`config.mk`:
```
export PLATFORM = sky130hd
export DESIGN_NAME = fir_filter_param
export DESIGN_NICKNAME = d
export VERILOG_FILES = /design/src/rtl/fir_filter_param.sv
export SDC_FILE = /design/constraint.sdc
export NUM_CORES = 1
export LEC_CHECK = 0
export CORE_MARGIN = 2
export CORE_UTILIZATION = 58
export DETAILED_ROUTE_END_ITERATION = 10
export GPL_ROUTABILITY_DRIVEN = 0
export HOLD_SLACK_MARGIN = 0.03
export PLACE_DENSITY_LB_ADDON = 0.12
export SYNTH_ARGS = -nofsm -noshare
export SYNTH_HDL_FRONTEND = slang
export SYNTH_SLANG_ARGS = --single-unit
```
`constraint.sdc`:
```
create_clock -name clk -period 11.6 [get_ports clk]
set_input_delay 3.48 -clock clk [delete_from_list [all_inputs] [get_ports clk]]
set_output_delay 3.48 -clock clk [all_outputs]
set_load 0.05 [all_outputs]
```
`src/rtl/fir_filter_param.sv`:
```
// Parametrised direct-form FIR filter with valid/ready streaming on both sides
// and run-time coefficient reload. One output per accepted sample, fixed
// two-edge latency, results rounded, shifted and saturated to DATA_W bits.
module fir_filter_param #(
   parameter int                     DATA_W    = 8,
   parameter int                     COEF_W    = 8,
   parameter int                     TAPS      = 4,
   parameter int                     OUT_SHIFT = 8,
   parameter int                     SIGNED    = 0,
   parameter logic [TAPS*COEF_W-1:0] COEF_INIT = {8'h33, 8'h66, 8'h33, 8'h19}
) (
   input  logic                    clk,
   input  logic                    rst_n,
   input  logic                    clear,
   input  logic                    in_valid,
   input  logic [DATA_W-1:0]       in_data,
   output logic                    in_ready,
   output logic                    out_valid,
   output logic [DATA_W-1:0]       out_data,
   input  logic                    out_ready,
   input  logic                    coef_we,
   input  logic [$clog2(TAPS)-1:0] coef_addr,
   input  logic [COEF_W-1:0]       coef_wdata
);

   // Product width: one extra bit per operand so unsigned values stay positive
   // when handled as signed numbers.
   localparam int PW = DATA_W + COEF_W + 2;
   // Accumulator: room for the sum of all taps plus the rounding carry.
   localparam int AW = PW + $clog2(TAPS) + 1;

   localparam longint MAX_I = (SIGNED != 0) ? ((longint'(1) <<< (DATA_W - 1)) - 1)
                                            : ((longint'(1) <<< DATA_W) - 1);
   localparam longint MIN_I = (SIGNED != 0) ? -(longint'(1) <<< (DATA_W - 1)) : 0;
   localparam logic signed [AW-1:0] MAXV = AW'(MAX_I);
   localparam logic signed [AW-1:0] MINV = AW'(MIN_I);
   localparam logic signed [AW-1:0] RND  =
      (OUT_SHIFT > 0) ? AW'(longint'(1) <<< ((OUT_SHIFT > 0) ? OUT_SHIFT - 1 : 0)) : '0;

   logic [DATA_W-1:0]    x_q [TAPS];
   logic                 x_valid;
   logic [COEF_W-1:0]    h_q [TAPS];
   logic signed [PW-1:0] p_d [TAPS];
   logic signed [PW-1:0] p_q [TAPS];
   logic                 p_valid;
   logic signed [AW-1:0] acc;
   logic signed [AW-1:0] rnd_sum;
   logic signed [AW-1:0] shifted;
   logic [DATA_W-1:0]    sat;
   logic                 en;

   // The whole pipeline moves only when the output register is free or being drained.
   assign en       = !out_valid || out_ready;
   assign in_ready = en;

   // Coefficient bank: reset image, writes at any time, out-of-range indices ignored.
   always_ff @(posedge clk or negedge rst_n) begin
      if (!rst_n) begin
         for (int k = 0; k < TAPS; k++) h_q[k] <= COEF_INIT[k*COEF_W +: COEF_W];
      end else if (coef_we && (32'(coef_addr) < 32'(TAPS))) begin
         h_q[coef_addr] <= coef_wdata;
      end
   end

   // Delay line: shifts only on an accepted sample; clear wins over accept.
   always_ff @(posedge clk or negedge rst_n) begin
      if (!rst_n) begin
         for (int k = 0; k < TAPS; k++) x_q[k] <= '0;
         x_valid <= 1'b0;
      end else if (clear) begin
         for (int k = 0; k < TAPS; k++) x_q[k] <= '0;
         x_valid <= 1'b0;
      end else if (en) begin
         x_valid <= in_valid;
         if (in_valid) begin
            x_q[0] <= in_data;
            for (int k = 1; k < TAPS; k++) x_q[k] <= x_q[k-1];
         end
      end
   end

   // Per-tap multipliers, operands sign- or zero-extended by the SIGNED mode.
   for (genvar k = 0; k < TAPS; k++) begin : g_tap
      logic                   x_sign;
      logic                   h_sign;
      logic signed [DATA_W:0] x_ext;
      logic signed [COEF_W:0] h_ext;
      assign x_sign = (SIGNED != 0) && x_q[k][DATA_W-1];
      assign h_sign = (SIGNED != 0) && h_q[k][COEF_W-1];
      assign x_ext  = {x_sign, x_q[k]};
      assign h_ext  = {h_sign, h_q[k]};
      assign p_d[k] = PW'(x_ext) * PW'(h_ext);
   end

   // Product register stage with its own valid bit.
   always_ff @(posedge clk or negedge rst_n) begin
      if (!rst_n) begin
         for (int k = 0; k < TAPS; k++) p_q[k] <= '0;
         p_valid <= 1'b0;
      end else if (clear) begin
         for (int k = 0; k < TAPS; k++) p_q[k] <= '0;
         p_valid <= 1'b0;
      end else if (en) begin
         for (int k = 0; k < TAPS; k++) p_q[k] <= p_d[k];
         p_valid <= x_valid;
      end
   end

   // Sum the registered products, then round half-up and shift arithmetically.
   always_comb begin
      acc = '0;
      for (int k = 0; k < TAPS; k++) acc = acc + AW'(p_q[k]);
      rnd_sum = acc + RND;
      shifted = rnd_sum >>> OUT_SHIFT;
   end

   // Clamp the shifted sum into the output range of the selected number format.
   always_comb begin
      if (shifted > MAXV)      sat = MAXV[DATA_W-1:0];
      else if (shifted < MINV) sat = MINV[DATA_W-1:0];
      else                     sat = shifted[DATA_W-1:0];
   end

   // Output register: holds data while stalled, valid follows the product stage.
   always_ff @(posedge clk or negedge rst_n) begin
      if (!rst_n) begin
         out_valid <= 1'b0;
         out_data  <= '0;
      end else if (clear) begin
         out_valid <= 1'b0;
      end else if (en) begin
         out_valid <= p_valid;
         if (p_valid) out_data <= sat;
      end
   end

endmodule

```
; Yosys cells after proc, flatten, opt, wreduce, memory -nomap -nowiden
; Cells that the tools add are included.
[op_classes]
multipliers = 4
n_mux = 16
n_lt_le_gt_ge = 4
addsub = 4
reduce_logical = 7
n_bitwise = 2
[op_table]
columns = cell, count
row1 = two-way mux 72 bit, 2
row2 = two-way mux 32 bit, 3
row3 = multiplier 8 x 8 -> 16 bit, 4
row4 = bitwise mux 32 bit, 1
row5 = two-way mux 8 bit, 3
row6 = adder 20 x 18 -> 21 bit, 1
row7 = adder 21 x 9 -> 21 bit (second input constant), 1
row8 = adder 19 x 18 -> 20 bit, 1
row9 = adder 18 x 18 -> 19 bit, 1
row10 = demux 8 bit (select 2 bit), 1
row11 = > comparator 13 x 9 -> 1 bit (second input constant), 1
row12 = less-than comparator 13 x 1 -> 1 bit (second input constant), 1
row13 = two-way mux 1 bit, 6
row14 = nonzero test 2 bit, 2
row15 = >= comparator 3 bit (second input constant), 1
row16 = less-than comparator 3 x 1 -> 1 bit (second input constant), 1
row17 = inverter 2 -> 3 bit, 1
row18 = AND reduction 3 bit, 1
row19 = AND reduction 2 bit, 1
row20 = logical AND 1 bit, 1
row21 = logical NOT 1 bit, 1
row22 = logical OR 1 bit, 1
row23 = inverter 1 bit, 1
[word_totals]
wordCells = 53
register_bits = 147
input_bits = 24
output_inout_bits = 10

; Longest topological paths before layout
[depth]
depth_word = 7
mapped_depth = 18
ltp_nobuf = 17

; Worst setup path after synthesis
; OpenSTA, ideal clock, no wires.
[synth_path]
path_type = input-to-output
startpoint = input port out_ready
endpoint = output port in_ready
path_slack_ps = 3449
n_path_buf = 3
cell_stages = 5
required_time_ps = 8120
arrival_ps = 4671
cell_sequence = nor2b_1 > clkbuf_1 > inv_1 > clkbuf_1 > buf_1
[synth_via]
elab_chain_cells = 1
[synth_rtl]
columns = item, line
row1 = start: declaration, 20  ; input logic out_ready,
row2 = logical OR 1 bit, 53  ; assign en = !out_valid || out_ready;
row3 = end: declaration, 17  ; output logic in_ready,
; Every way passes these cells.

; Worst setup path in the final report
; Same ends and word-level chain as after synthesis.

==> qor.json <==
{
  "outcome": {
    "status": "finished, final reports clean"
  },
  "power_and_ir_drop": {
    "seq_power_share_pct": 39.6,
    "worst_ir_drop_on_vdd_mv": 0.120,
    "cell_internal_pwr_mw": 1.03,
    "power.share.clock_pct": 33.1,
    "power-per-cell-area_nw_per_um2": 100,
    "switching_share_pct": 35.5,
    "leakage_nw": 8.27,
    "power_mw": 1.60,
    "power.switching_mw": 0.569,
    "p_comb_share_pct": 27.3
  },
  "cts": {
    "clock_insertion_delay_worst_skew_ns": 0.44,
    "htreeDepth": 4,
    "numCtsBuffers": 17,
    "worst_setup_hold_path_clk_slew_ns": 0.06,
    "postCtsResizedCells": 0,
    "ctsHoldBuffers": 0,
    "max_clock_buf_depth": 2,
    "tritoncts_clock_tree": "done",
    "root_buffer": "clkbuf_16",
    "clock-sinks": 139,
    "cts_setup_buffers": 0
  },
  "timing": {
    "postLayoutSetupSlackWorst_ns": 2.64,
    "fmax_mhz": 112,
    "worst_clock_skew_ns": 0.0191,
    "rsz0062_at_grt": "false",
    "worst_slew_margin_rel_pct": 31.4,
    "setup-violations-final": 0,
    "final.period_utilization_pct": 77.3,
    "final.min_clock_period_ns": 8.96,
    "timing.setup.tns_ns": 0,
    "hold-worst-slack_ns": 0.492,
    "finalMaxSlewViolations": 0,
    "report.final.hold_viol_count": 0,
    "worst_pin_slew_ns": 1.03
  },
  "worst_setup_path": {
    "timing.rr.start": "g_tap[0].x_ext[3]$_DFFE_PN0P_",
    "critical_path.endpoint_type": "output port",
    "worst_ep_required_time_ns": 8.12,
    "critPathLaunchType": "input pin",
    "cp_max_fo": 69,
    "worst_endpoint_data_arrival_time_ns": 5.48,
    "criticalPathCategory": "in -> out",
    "launching_element_of_the_worst_setup_path": "out_ready",
    "internal_reg_to_reg_setup_slack_ns": 6.52
  },
  "die": {
    "floorplan.die_area_um2": 27000,
    "core.rowCount": 58,
    "initial_core_utilization_pct": 59.2,
    "die_w_um": 164,
    "die_height_um": 164,
    "top_level_pins": 34,
    "coreArea_um2": 25200
  },
  "grt": {
    "grt-ovfl-total": 0,
    "antenna_found_initial": 0,
    "grt_max_degree": 81,
    "grt_pass1_vias": 11000,
    "globalRouteTotalUtil_pct": 27.0,
    "grt_first_pass_wirelength_mm": 56.6
  },
  "worst_hold_path": {
    "hold_path.class": "reg -> reg",
    "holdCritStartpoint": "p_q[68]$_DFFE_PN0P_"
  },
  "synthesis": {
    "synthFlopType": "dfrtp_1",
    "avgSynthCellArea_um2": 9.36,
    "synth_cell_type_count": 53,
    "netlist.area_leader.share_pct": 23.5,
    "synth_warnings": 0,
    "number_of_synthesized_register_bits": 139,
    "syn_nets": 1965,
    "synth_enable_flop_cells": 0,
    "yosysSeqAreaShare_pct": 23.5,
    "netlist_instances": 1593,
    "syn-cell-area_um2": 14900,
    "post-synth-top-area-cell": "fa_1",
    "synthTopCellsByArea": "fa_1 (23%), dfrtp_1 (21%), ha_1 (15%), inv_1 (6.7%), nand2_1 (5.3%)",
    "async_flop_share_pct": 100
  },
  "detailed_routing": {
    "wl_per_cell_um": 17.6,
    "post-route-drc-count": 0,
    "post_detailed_route_count_of_antenna_violating_nets": 0,
    "avgViaCountPerCell": 5.62,
    "drt_iter0_drc": 641,
    "first_pass_iters": 5,
    "routed_wirelength_mm": 33.9,
    "detailroute.via_count": 10800
  },
  "placement": {
    "dp_hpwl_mm": 25.8,
    "dp_worst_setup_slack_ns": 2.62,
    "dpl.cell_count": 1894,
    "place.port_buffers": 33
  },
  "finish": {
    "post_layout_nets": 1955,
    "area_growth_synth_to_finish_pct": 7.44,
    "layout_commonest_cell": "inv_1",
    "sequential_cell_area_um2": 3500,
    "n_fill_cell": 2129,
    "drive_above_1_share_pct": 6.20,
    "area_of_the_multi_input_gates_um2": 10200,
    "layout_common_cells": "inv_1 (267), nand2_1 (211), fa_1 (175)",
    "fin_cells": 1927
  },
  "flow_run": {
    "max_cap_violations": 0
  }
}
cells in the mapped netlist, drive strengths merged, types with 3 or more instances:
cell type  instances
buf                4
nor3              19
a211oi            23
dfstp             15
inv              267
o211ai             3
mux2              32
clkbuf            64
a21o              15
a211o              3
xor2              15
nor3b              3
a221o              5
xnor2             20
and2             125
o22a               7
and3               5
o21a              13
nand3             23
nor4               3
ha               173
or3                9
nand2b             5
or2                3
a22o              32
dfrtp            124
a2111oi            3
nand2            211
nor2b              4
o31ai              7
nor2              49
fa               175
nand3b             5
o21ai             45
a21oi             72
power groups by stage:
stage	logic, mW	registers (mW)	clock network, mW
floorplan	0.309	0.621	0
global placement	0.427	0.640	0
detailed placement	0.437	0.641	0
CTS	0.442	0.633	0.537
global route	0.498	0.644	0.558
finish	0.438	0.634	0.530
metrics by stage:
stage | utilization (%) | instance area, um2
3_3_place_gp | 61.4 | 15500
5_1_grt | 63.6 | 16000
2_1_floorplan | - | 14900
6_report | 63.6 | 16000
4_1_cts | 63.6 | 16000
3_5_place_dp | 61.4 | 15500
layout make-up:
type	count	share of cell area, %
antenna	1	0.0156
sequential	139	21.8
clock inverter	13	0.727
multi-input combinational	1119	63.5
tap	330	2.58
inverter	267	6.26
clock buffer	19	2.77
timing repair buffer	39	2.32
layer usage:
layer / routed length, um / GRT usage (%)
met1: 16300 / 39.8
met5: 0 / 0
met4: 515 / 6.62
met2: 15600 / 43.0
met3: 1430 / 3.08
flip-flops by register name (all words and copies together), names as in the netlist:
signal	flops
out_valid	1
p_q	64
p_valid	1
g_tap.h_ext	32
g_tap.x_ext	32
x_valid	1
out_data	8
worst paths after layout:
check                                          endpoint  cells after the start
worst max register to register      p_q[69]$_DFFE_PN0P_                     15
worst min register to register      p_q[68]$_DFFE_PN0P_                      2
max in group asynchronous           p_q[10]$_DFFE_PN0P_                      2
worst max-delay path                           in_ready                      5
min in group asynchronous       out_data[6]$_DFFE_PN0P_                      1
worst min-delay path                p_q[68]$_DFFE_PN0P_                      2
cells by family (layout without fill, tap and decap cells):
group / Yosys count / count (layout) / share of synthesized area (%)
other: 0 / 1 / 0
AO/OA/AOI/OAI: 237 / 237 / 10.6
AND/OR/NAND/NOR: 467 / 467 / 15.0
adder cells (fa/ha/maj): 348 / 348 / 38.0
XOR/XNOR: 35 / 35 / 2.06
multiplexers: 32 / 32 / 2.42
buffers and inverters: 335 / 338 / 8.44
flip-flops: 139 / 139 / 23.5
critical path, stage by stage:
cell	delay, ns
clkdlybuf4s50_1	0.44
nor2b_4	0.11
buf_4	0.57
inv_1	0.12
clkdlybuf4s50_1	0.73
Note: power is estimated with default switching activity, not from simulation.
